--- config.mk ---
export PLATFORM = sky130hd
export DESIGN_NAME = peripheral_gpio_debounce
export DESIGN_NICKNAME = d
export VERILOG_FILES = /design/src/rtl/peripheral_gpio_pkg.sv /design/src/rtl/peripheral_gpio_debounce_bit.sv /design/src/rtl/peripheral_gpio_debounce.sv
export SDC_FILE = /design/constraint.sdc
export NUM_CORES = 2
export LEC_CHECK = 0
export CORE_MARGIN = 1.5
export CORE_UTILIZATION = 65
export CTS_CLUSTER_DIAMETER = 200
export DETAILED_ROUTE_END_ITERATION = 7
export HOLD_SLACK_MARGIN = 0.03
export PLACE_DENSITY = 0.87
export SYNTH_ARGS = -nofsm -noshare
export SYNTH_HDL_FRONTEND = slang
export SYNTH_SLANG_ARGS = --single-unit
export TNS_END_PERCENT = 100
--- constraint.sdc ---
create_clock -name wb_clk_i -period 5.21 [get_ports wb_clk_i]
set_input_delay 0.7815 -clock wb_clk_i [delete_from_list [all_inputs] [get_ports wb_clk_i]]
set_output_delay 0.7815 -clock wb_clk_i [all_outputs]
set_load 0.1 [all_outputs]
--- src/rtl/peripheral_gpio_pkg.sv ---
// peripheral_gpio_pkg: default widths and debounce state type for the GPIO input conditioner
package peripheral_gpio_pkg;
  localparam int GPIO_WIDTH  = 32;
  localparam int CNT_WIDTH   = 16;
  localparam int PRE_WIDTH   = 16;
  localparam int SYNC_STAGES = 2;
  typedef enum logic {STABLE, PENDING} debounce_state_t;
endpackage

--- src/rtl/peripheral_gpio_debounce_bit.sv ---
// peripheral_gpio_debounce_bit: one pad bit -- synchronizer, debounce counter, optional edge pulses
// Ports: clk, rst_n (sync, active-low), pad_i (async level), tick_i (shared sample tick),
//   bypass_i, threshold_i (ticks), ext_pad_o (filtered), rise_o/fall_o (one-cycle edge pulses).
// Macro PERIPHERAL_GPIO_DEBOUNCE_EDGE_EN enables the edge registers; otherwise rise_o/fall_o are 0.
module peripheral_gpio_debounce_bit #(
  parameter int CNT_WIDTH   = peripheral_gpio_pkg::CNT_WIDTH,
  parameter int SYNC_STAGES = peripheral_gpio_pkg::SYNC_STAGES
) (
  input  logic                 clk,
  input  logic                 rst_n,
  input  logic                 pad_i,
  input  logic                 tick_i,
  input  logic                 bypass_i,
  input  logic [CNT_WIDTH-1:0] threshold_i,
  output logic                 ext_pad_o,
  output logic                 rise_o,
  output logic                 fall_o
);
  import peripheral_gpio_pkg::*;
  logic [SYNC_STAGES-1:0] sync_q, sync_d;
  logic [CNT_WIDTH-1:0] cnt_q, cnt_d;
  logic ext_q, ext_d, s, accept;
  debounce_state_t state;
  always_comb begin
    sync_d = {sync_q[SYNC_STAGES-2:0], pad_i};
    s = sync_q[SYNC_STAGES-1];
    state = (s == ext_q) ? STABLE : PENDING;
    accept = bypass_i || (state == PENDING && tick_i && cnt_q >= threshold_i);
    ext_d = accept ? s : ext_q;
    // a glitch returning to the accepted level clears the count on the very next cycle
    cnt_d = (bypass_i || state == STABLE || accept) ? '0 :
            (tick_i && cnt_q != '1) ? cnt_q + 1'b1 : cnt_q;
  end
  always_ff @(posedge clk) begin
    sync_q <= !rst_n ? '0 : sync_d;
    cnt_q  <= !rst_n ? '0 : cnt_d;
    ext_q  <= !rst_n ? 1'b0 : ext_d;
  end
  assign ext_pad_o = ext_q;
`ifdef PERIPHERAL_GPIO_DEBOUNCE_EDGE_EN
  logic rise_q, rise_d, fall_q, fall_d;
  always_comb begin
    rise_d = ext_d & ~ext_q;
    fall_d = ~ext_d & ext_q;
  end
  always_ff @(posedge clk) begin
    rise_q <= !rst_n ? 1'b0 : rise_d;
    fall_q <= !rst_n ? 1'b0 : fall_d;
  end
  assign rise_o = rise_q;
  assign fall_o = fall_q;
`else
  assign rise_o = 1'b0;
  assign fall_o = 1'b0;
`endif
endmodule

--- src/rtl/peripheral_gpio_debounce.sv ---
// peripheral_gpio_debounce: synchronize and debounce raw pads ahead of peripheral_gpio_wb
// Ports: wb_clk_i, wb_rst_i (sync, active-low), pad_i (raw), prescale_i (tick every prescale_i+1),
//   threshold_i (debounce ticks), bypass_i (per-bit), ext_pad_o (filtered), rise_o/fall_o (edges).
// Macro PERIPHERAL_GPIO_DEBOUNCE_EDGE_EN enables rise_o/fall_o; otherwise they read 0.
module peripheral_gpio_debounce #(
  parameter int GPIO_WIDTH  = peripheral_gpio_pkg::GPIO_WIDTH,
  parameter int CNT_WIDTH   = peripheral_gpio_pkg::CNT_WIDTH,
  parameter int PRE_WIDTH   = peripheral_gpio_pkg::PRE_WIDTH,
  parameter int SYNC_STAGES = peripheral_gpio_pkg::SYNC_STAGES
) (
  input  logic                  wb_clk_i,
  input  logic                  wb_rst_i,
  input  logic [GPIO_WIDTH-1:0] pad_i,
  input  logic [PRE_WIDTH-1:0]  prescale_i,
  input  logic [CNT_WIDTH-1:0]  threshold_i,
  input  logic [GPIO_WIDTH-1:0] bypass_i,
  output logic [GPIO_WIDTH-1:0] ext_pad_o,
  output logic [GPIO_WIDTH-1:0] rise_o,
  output logic [GPIO_WIDTH-1:0] fall_o
);
  logic [PRE_WIDTH-1:0] pcnt_q, pcnt_d;
  logic tick;
  always_comb begin
    // >= so that lowering prescale_i below pcnt forces an immediate wrap
    tick = pcnt_q >= prescale_i;
    pcnt_d = tick ? '0 : pcnt_q + 1'b1;
  end
  always_ff @(posedge wb_clk_i) pcnt_q <= !wb_rst_i ? '0 : pcnt_d;
  for (genvar i = 0; i < GPIO_WIDTH; i++) begin : g_bit
    peripheral_gpio_debounce_bit #(.CNT_WIDTH(CNT_WIDTH), .SYNC_STAGES(SYNC_STAGES)) u_bit (
      .clk(wb_clk_i), .rst_n(wb_rst_i), .pad_i(pad_i[i]), .tick_i(tick),
      .bypass_i(bypass_i[i]), .threshold_i(threshold_i),
      .ext_pad_o(ext_pad_o[i]), .rise_o(rise_o[i]), .fall_o(fall_o[i])
    );
  end
endmodule

# Yosys cells after proc, flatten, opt, wreduce, memory -nomap -nowiden
# Cells that the tools add are included.
# word_totals
register_bits,624
latchBits,0
ram_bits,0
rom_bits,0
input_bits,98
out_inout_bits,96
memories,0
# classes
addsub,33
mul,0
n_div,0
order_cmp,33
n_eq_ne,64
shifts,0
muxes,32
bitwise_logic,1
reduce_logical,225
# op_table
cell,n
$add 16x1->16 const B,33
$ge 16x16->1,33
$ne 16x16->1 const B,32
$logic_and 1x1->1,96
$logic_or 1x1->1,96
$reduce_or 2->1,33
$eq 1x1->1,32
$mux 1,32
$not 1->1,1

# Depth between registers and ports, before layout
# depth
depth_word,7
mapped_depth,12
depth_no_buf,9

# Hierarchy
# From an unflattened synthesis, not the netlist that was laid out.
# unflattened
hier_cells,5375
hier_area_um2,46069.2
# by_module_without_submodules
module,n_inst,cells_each,area_each_um2,seq_area_each_um2
peripheral_gpio_debounce_bit,32,164,1406.3,380.4
peripheral_gpio_debounce,1,127,1066.0,320.3

# Worst setup path after synthesis
# Ideal clock, no wire load.
# synth_path
path_kind,input-to-reg
from,input port threshold_i[1]
to,register g_bit[9].u_bit.cnt_q[10]
arrival_ns,3.327
required_ns,5.145
setup_slack_ns,1.818
stages,9
n_path_buf,1
cell_sequence,inv_1 -> ha_1 -> a2111oi_0 -> nor4_1 -> a2111oi_0 -> o21ai_0 -> a311o_1 -> clkbuf_1 -> nor2_1
# synth_between
elab_chain_cells,5
# synth_lines
item,line_no,source
"start, declared",peripheral_gpio_debounce.sv:15,"input logic [CNT_WIDTH-1:0] threshold_i,"
$ge 16x16->1,peripheral_gpio_debounce_bit.sv:28,accept = bypass_i || (state == PENDING && tick_i && cnt_q >= threshold_i);
$logic_and 1x1->1,peripheral_gpio_debounce_bit.sv:28,
$logic_or 1x1->1,peripheral_gpio_debounce_bit.sv:28,
$logic_or 1x1->1,peripheral_gpio_debounce_bit.sv:31,cnt_d = (bypass_i || state == STABLE || accept) ? '0 :
$reduce_or 2->1 (no line),--,
"end signal, assigned",peripheral_gpio_debounce_bit.sv:36,cnt_q <= !rst_n ? '0 : cnt_d;
"end, declared",peripheral_gpio_debounce_bit.sv:21,"logic [CNT_WIDTH-1:0] cnt_q, cnt_d;"
# Every way passes these cells.
# A chain may end at the register's enable or synchronous reset.

# Worst setup path after layout
# layout_path
from,input port threshold_i[11]
to,register g_bit[19].u_bit.cnt_q[1]
# layout_between
elab_chain_cells,5
# layout_lines
item,line_no
$ge 16x16->1,peripheral_gpio_debounce_bit.sv:28
$logic_and 1x1->1,peripheral_gpio_debounce_bit.sv:28
$logic_or 1x1->1,peripheral_gpio_debounce_bit.sv:28
$logic_or 1x1->1,peripheral_gpio_debounce_bit.sv:31
$reduce_or 2->1 (no line),--
"end signal, assigned",peripheral_gpio_debounce_bit.sv:36
"end, declared",peripheral_gpio_debounce_bit.sv:21
# Every way passes these cells.

==> results.md <==
| Group | Metric | This run |
| --- | --- | --- |
| outcome | Run status | finished clean |
| synthesis | Synthesized-area fraction occupied by adder cells | 17.6% |
| global routing | Number of global-route vias before repair | 33.3k |
| detailed routing | Routed WL per cell | 17.9 µm |
| detailed routing | Post-detailed-route count of antenna-violating nets | 0 |
| detailed routing | TritonRoute pass-1 iters | 6 |
| critical path | Endpoint class of the critical path | register |
| timing | Setup-failing EPs final | 0 |
| place | Detailed-placement wirelength estimate | 67.0 mm |
| synthesis | Register area share after synthesis | 31.4% |
| clock tree | Post-CTS setup buffers | 0 |
| synthesis | Average instance area after synthesis | 8.51 µm² |
| layout | Finished Layout Cells | 5605 |
| clock tree | Number of resized instances in the post-cts repair step | 0 |
| clock tree | H-tree depth reported by CTS | 3 |
| synthesis | Cell type contributing the most total cell area after synthesis | sky130_fd_sc_hd__dfxtp_1 |
| critical path | Setup Crit Path Kind | in -> reg |
| synthesis | Summed instance area of the synthesized netlist | 39800 µm² |
| min path | Type of the tightest min-delay check | reg -> reg |
| timing | Fin. Hold Viols | 0 |
| synthesis | Leading post-synthesis cells by cell area | sky130_fd_sc_hd__dfxtp_1 (31%), sky130_fd_sc_hd__ha_1 (18%), sky130_fd_sc_hd__xor2_1 (6.9%), sky130_fd_sc_hd__nor2_1 (6.5%), sky130_fd_sc_hd__xnor2_1 (4.1%) |
| clock tree | Clock tree from TritonCTS | done |
| timing | Final cycle utilization of the critical path | 76.6% |
| timing | Period minus WS final | 3.99 ns |
| clock tree | Insertion delay to the later sink of the worst-skew pair | 0.63 ns |
| synthesis | Proportion of register bits with asynchronous set or reset after synthesis | 0% |
| clock tree | Number of buffers added by the clock tree synthesis step | 69 |
| synthesis | Fraction of the mapped netlist area in compound gates | 8.85% |
| synthesis | Share of Yosys cell area claimed by the top area cell type | 31.4% |
| timing | Max Clock Freq | 0.250 GHz |
| timing | Final Max Tran Viols | 0 |
| global routing | Initial antenna violation count | 0 |
| synthesis | Number of unique standard cell types used by synthesis | 59 |
| global routing | Wire length of the first global-routing pass | 163 mm |
| critical path | CP arrival | 4.54 ns |
| global routing | Total global-route track usage | 31.3% |
| synthesis | Synthesis-stage register bit count | 624 |
| floorplan | Die boundary width | 250 µm |
| synthesis | Top-count cell post-synth | sky130_fd_sc_hd__nor2_1 |
| floorplan | Number of core rows | 90 |
| clock tree | Clock input transition at the sequential cells of the worst setup and hold paths | 0.06 ns |
| power and ir drop | Power per cell area | 244 nW/µm² |
| run | Max-capacitance violation count | 0 |
| timing | Worst Clk Skew | 0.0270 ns |
| clock tree | CTS hold repair buffers | 0 |
| synthesis | Number of synthesis warnings | 0 |
| synthesis | Most common flop cell mapped by yosys | sky130_fd_sc_hd__dfxtp_1 |
| critical path | Worst setup SP type | input port |
| floorplan | Number of I/O pins | 194 |
| floorplan | Die area | 62700 µm² |
| timing | Unrepaired setup endpoints after global routing | false |
| clock tree | Maximum clock insertion buffer count | 3 |
| floorplan | Die height | 250 µm |
| synthesis | Combinational family with the most area after synthesis | simple AND/OR/NAND/NOR gates |
| detailed routing | Total wire length | 100 mm |
| layout | Share of post-route cells with drive strength above 1 | 4.42% |
| clock tree | CTS root buffer | sky130_fd_sc_hd__clkbuf_16 |
| detailed routing | Starting DRT DRC Count | 2550 |
| global routing | Maximum number of pins on one net before global-route repair | 101 |
| place | Placer's final routability congestion estimate | 0.877 |
| place | # port buffers | 129 |
| detailed routing | Drt via density | 6.19 |
| synthesis | Simple-gate area share of the yosys netlist | 25.3% |
| layout | Area grow syn2layout | 10.1% |
| layout | Nets@finish | 5435 |
| floorplan | Starting density of the core | 65.8% |
| synthesis | Multiplexer share of the synthesized area | 1.33% |
| global routing | Aggregate global routing overflow | 0 |
| power and ir drop | Maximum vdd drop | 0.000254 V |
| timing | Worst rel slew slack | 14.9% |
| synthesis | Most frequent cells after synthesis | sky130_fd_sc_hd__nor2_1 (693), sky130_fd_sc_hd__dfxtp_1 (624), sky130_fd_sc_hd__ha_1 (561), sky130_fd_sc_hd__nand3_1 (323), sky130_fd_sc_hd__nand2_1 (317) |
| critical path | Max FO, Critical Path | 23 |
| synthesis | Number of cells produced by synthesis | 4680 |
| detailed routing | Number of vias in the routed layout | 34.7k |
| place | Cell total after placement | 5487 |
| clock tree | Clock sink total | 624 |
| floorplan | Area inside the core boundary | 60500 µm² |
| critical path | Req. time, crit path | 5.76 ns |
| timing | Setup TNS | 0 ns |
| detailed routing | Remaining design rule violation count | 0 |
| synthesis | EDFF count, synth | 0 |
| power and ir drop | LEAKAGE | 17.0 nW |
| synthesis | Post-Synth XOR/XNOR Area | 11.0% |
| timing | Slew @ Worst Pin | 1.28 ns |
| layout | Inserted Diodes | 0 |
-- routing by layer --
metal	track usage (%)	wire length, µm
met5	0	0
met4	14.9	4620
met3	4.77	7360
met2	52.4	46500
met1	39.5	41900
-- cell families after synthesis --
logic type                 count (synthesis)
and+or+nand+nor                         2071
DFF                                      624
adders and majority gates                561
AOI/OAI and AO/OA                        537
xor gates and xnor gates                 500
buffers and inverters                    333
muxes                                     53
other                                      1
-- where the power goes --
group          internal [mW]  switching (mW)  total (mW)
clock network           2.95            2.03        4.98
registers               4.80          0.0192        4.82
logic                  0.255           0.632       0.887
-- per-stage QoR --
stage               instance area (µm²)  worst slack (ns)  util, %  power [mW]  hold slack (ns)
CTS                               43800              1.33     72.5        10.7            0.434
detailed placement                41600             0.724     68.7        5.79            0.420
floorplan                         40100              1.82        -        5.54            0.412
global route                      43800             0.919     72.5        11.0            0.440
finish                            43800              1.22     72.5        10.7            0.433
global placement                  41600             0.831     68.7        5.77            0.413
-- cells in the final DEF (no fill, tap or decap), types with 71 or more instances in the layout --
cell type,n
sky130_fd_sc_hd__nand3_1,323
sky130_fd_sc_hd__and2_1,79
sky130_fd_sc_hd__a21o_1,71
sky130_fd_sc_hd__ha_1,561
sky130_fd_sc_hd__o21ai_0,101
sky130_fd_sc_hd__nand2_1,317
sky130_fd_sc_hd__xnor2_1,187
sky130_fd_sc_hd__inv_1,88
sky130_fd_sc_hd__a21oi_1,158
sky130_fd_sc_hd__clkdlybuf4s50_1,127
sky130_fd_sc_hd__clkbuf_16,71
sky130_fd_sc_hd__xor2_1,313
sky130_fd_sc_hd__nor2_1,693
sky130_fd_sc_hd__nor3_1,118
sky130_fd_sc_hd__nand4_1,234
sky130_fd_sc_hd__dfxtp_1,624
-- state kept, by name, indices dropped and copies added (netlist names) --
signal and count:
g_bit.u_bit.ext_pad_o 32, g_bit.u_bit.sync_q 64, g_bit.u_bit.cnt_q 512, pcnt_q 16
-- worst paths after layout --
check | startpoint | endpoint | slack (ns) | cells past startpoint
hold / removal | g_bit[27].u_bit.sync_q[0] | g_bit[27].u_bit.sync_q[1] | 0.43 | 1
setup reg to reg | pcnt_q[0] | g_bit[29].u_bit.cnt_q[2] | 1.54 | 9
hold reg to reg | g_bit[27].u_bit.sync_q[0] | g_bit[27].u_bit.sync_q[1] | 0.43 | 1
setup / recovery | threshold_i[11] | g_bit[19].u_bit.cnt_q[1] | 1.22 | 12
-- cell type report --
cell class,count,area [µm²]
multi-input cells,3786,25800
clock buffers,91,1970
well taps,782,978
repair buffers,192,1910
clock inverters,27,300
fillers,4396,16600
flip-flops and latches,624,12500
inverters,103,387
-- critical path, stage by stage --
cell and delay (ns):
sky130_fd_sc_hd__clkdlybuf4s50_1 0.45, sky130_fd_sc_hd__inv_2 0.70, sky130_fd_sc_hd__buf_4 0.39, sky130_fd_sc_hd__ha_1 0.30
sky130_fd_sc_hd__a21oi_1 0.18, sky130_fd_sc_hd__o21ai_0 0.17, sky130_fd_sc_hd__a2111oi_0 0.49, sky130_fd_sc_hd__o21ai_0 0.21
sky130_fd_sc_hd__a211oi_1 0.32, sky130_fd_sc_hd__o2111ai_1 0.15, sky130_fd_sc_hd__buf_4 0.24, sky130_fd_sc_hd__a21oi_1 0.13
No activity file was read; power rests on OpenSTA's default activity.
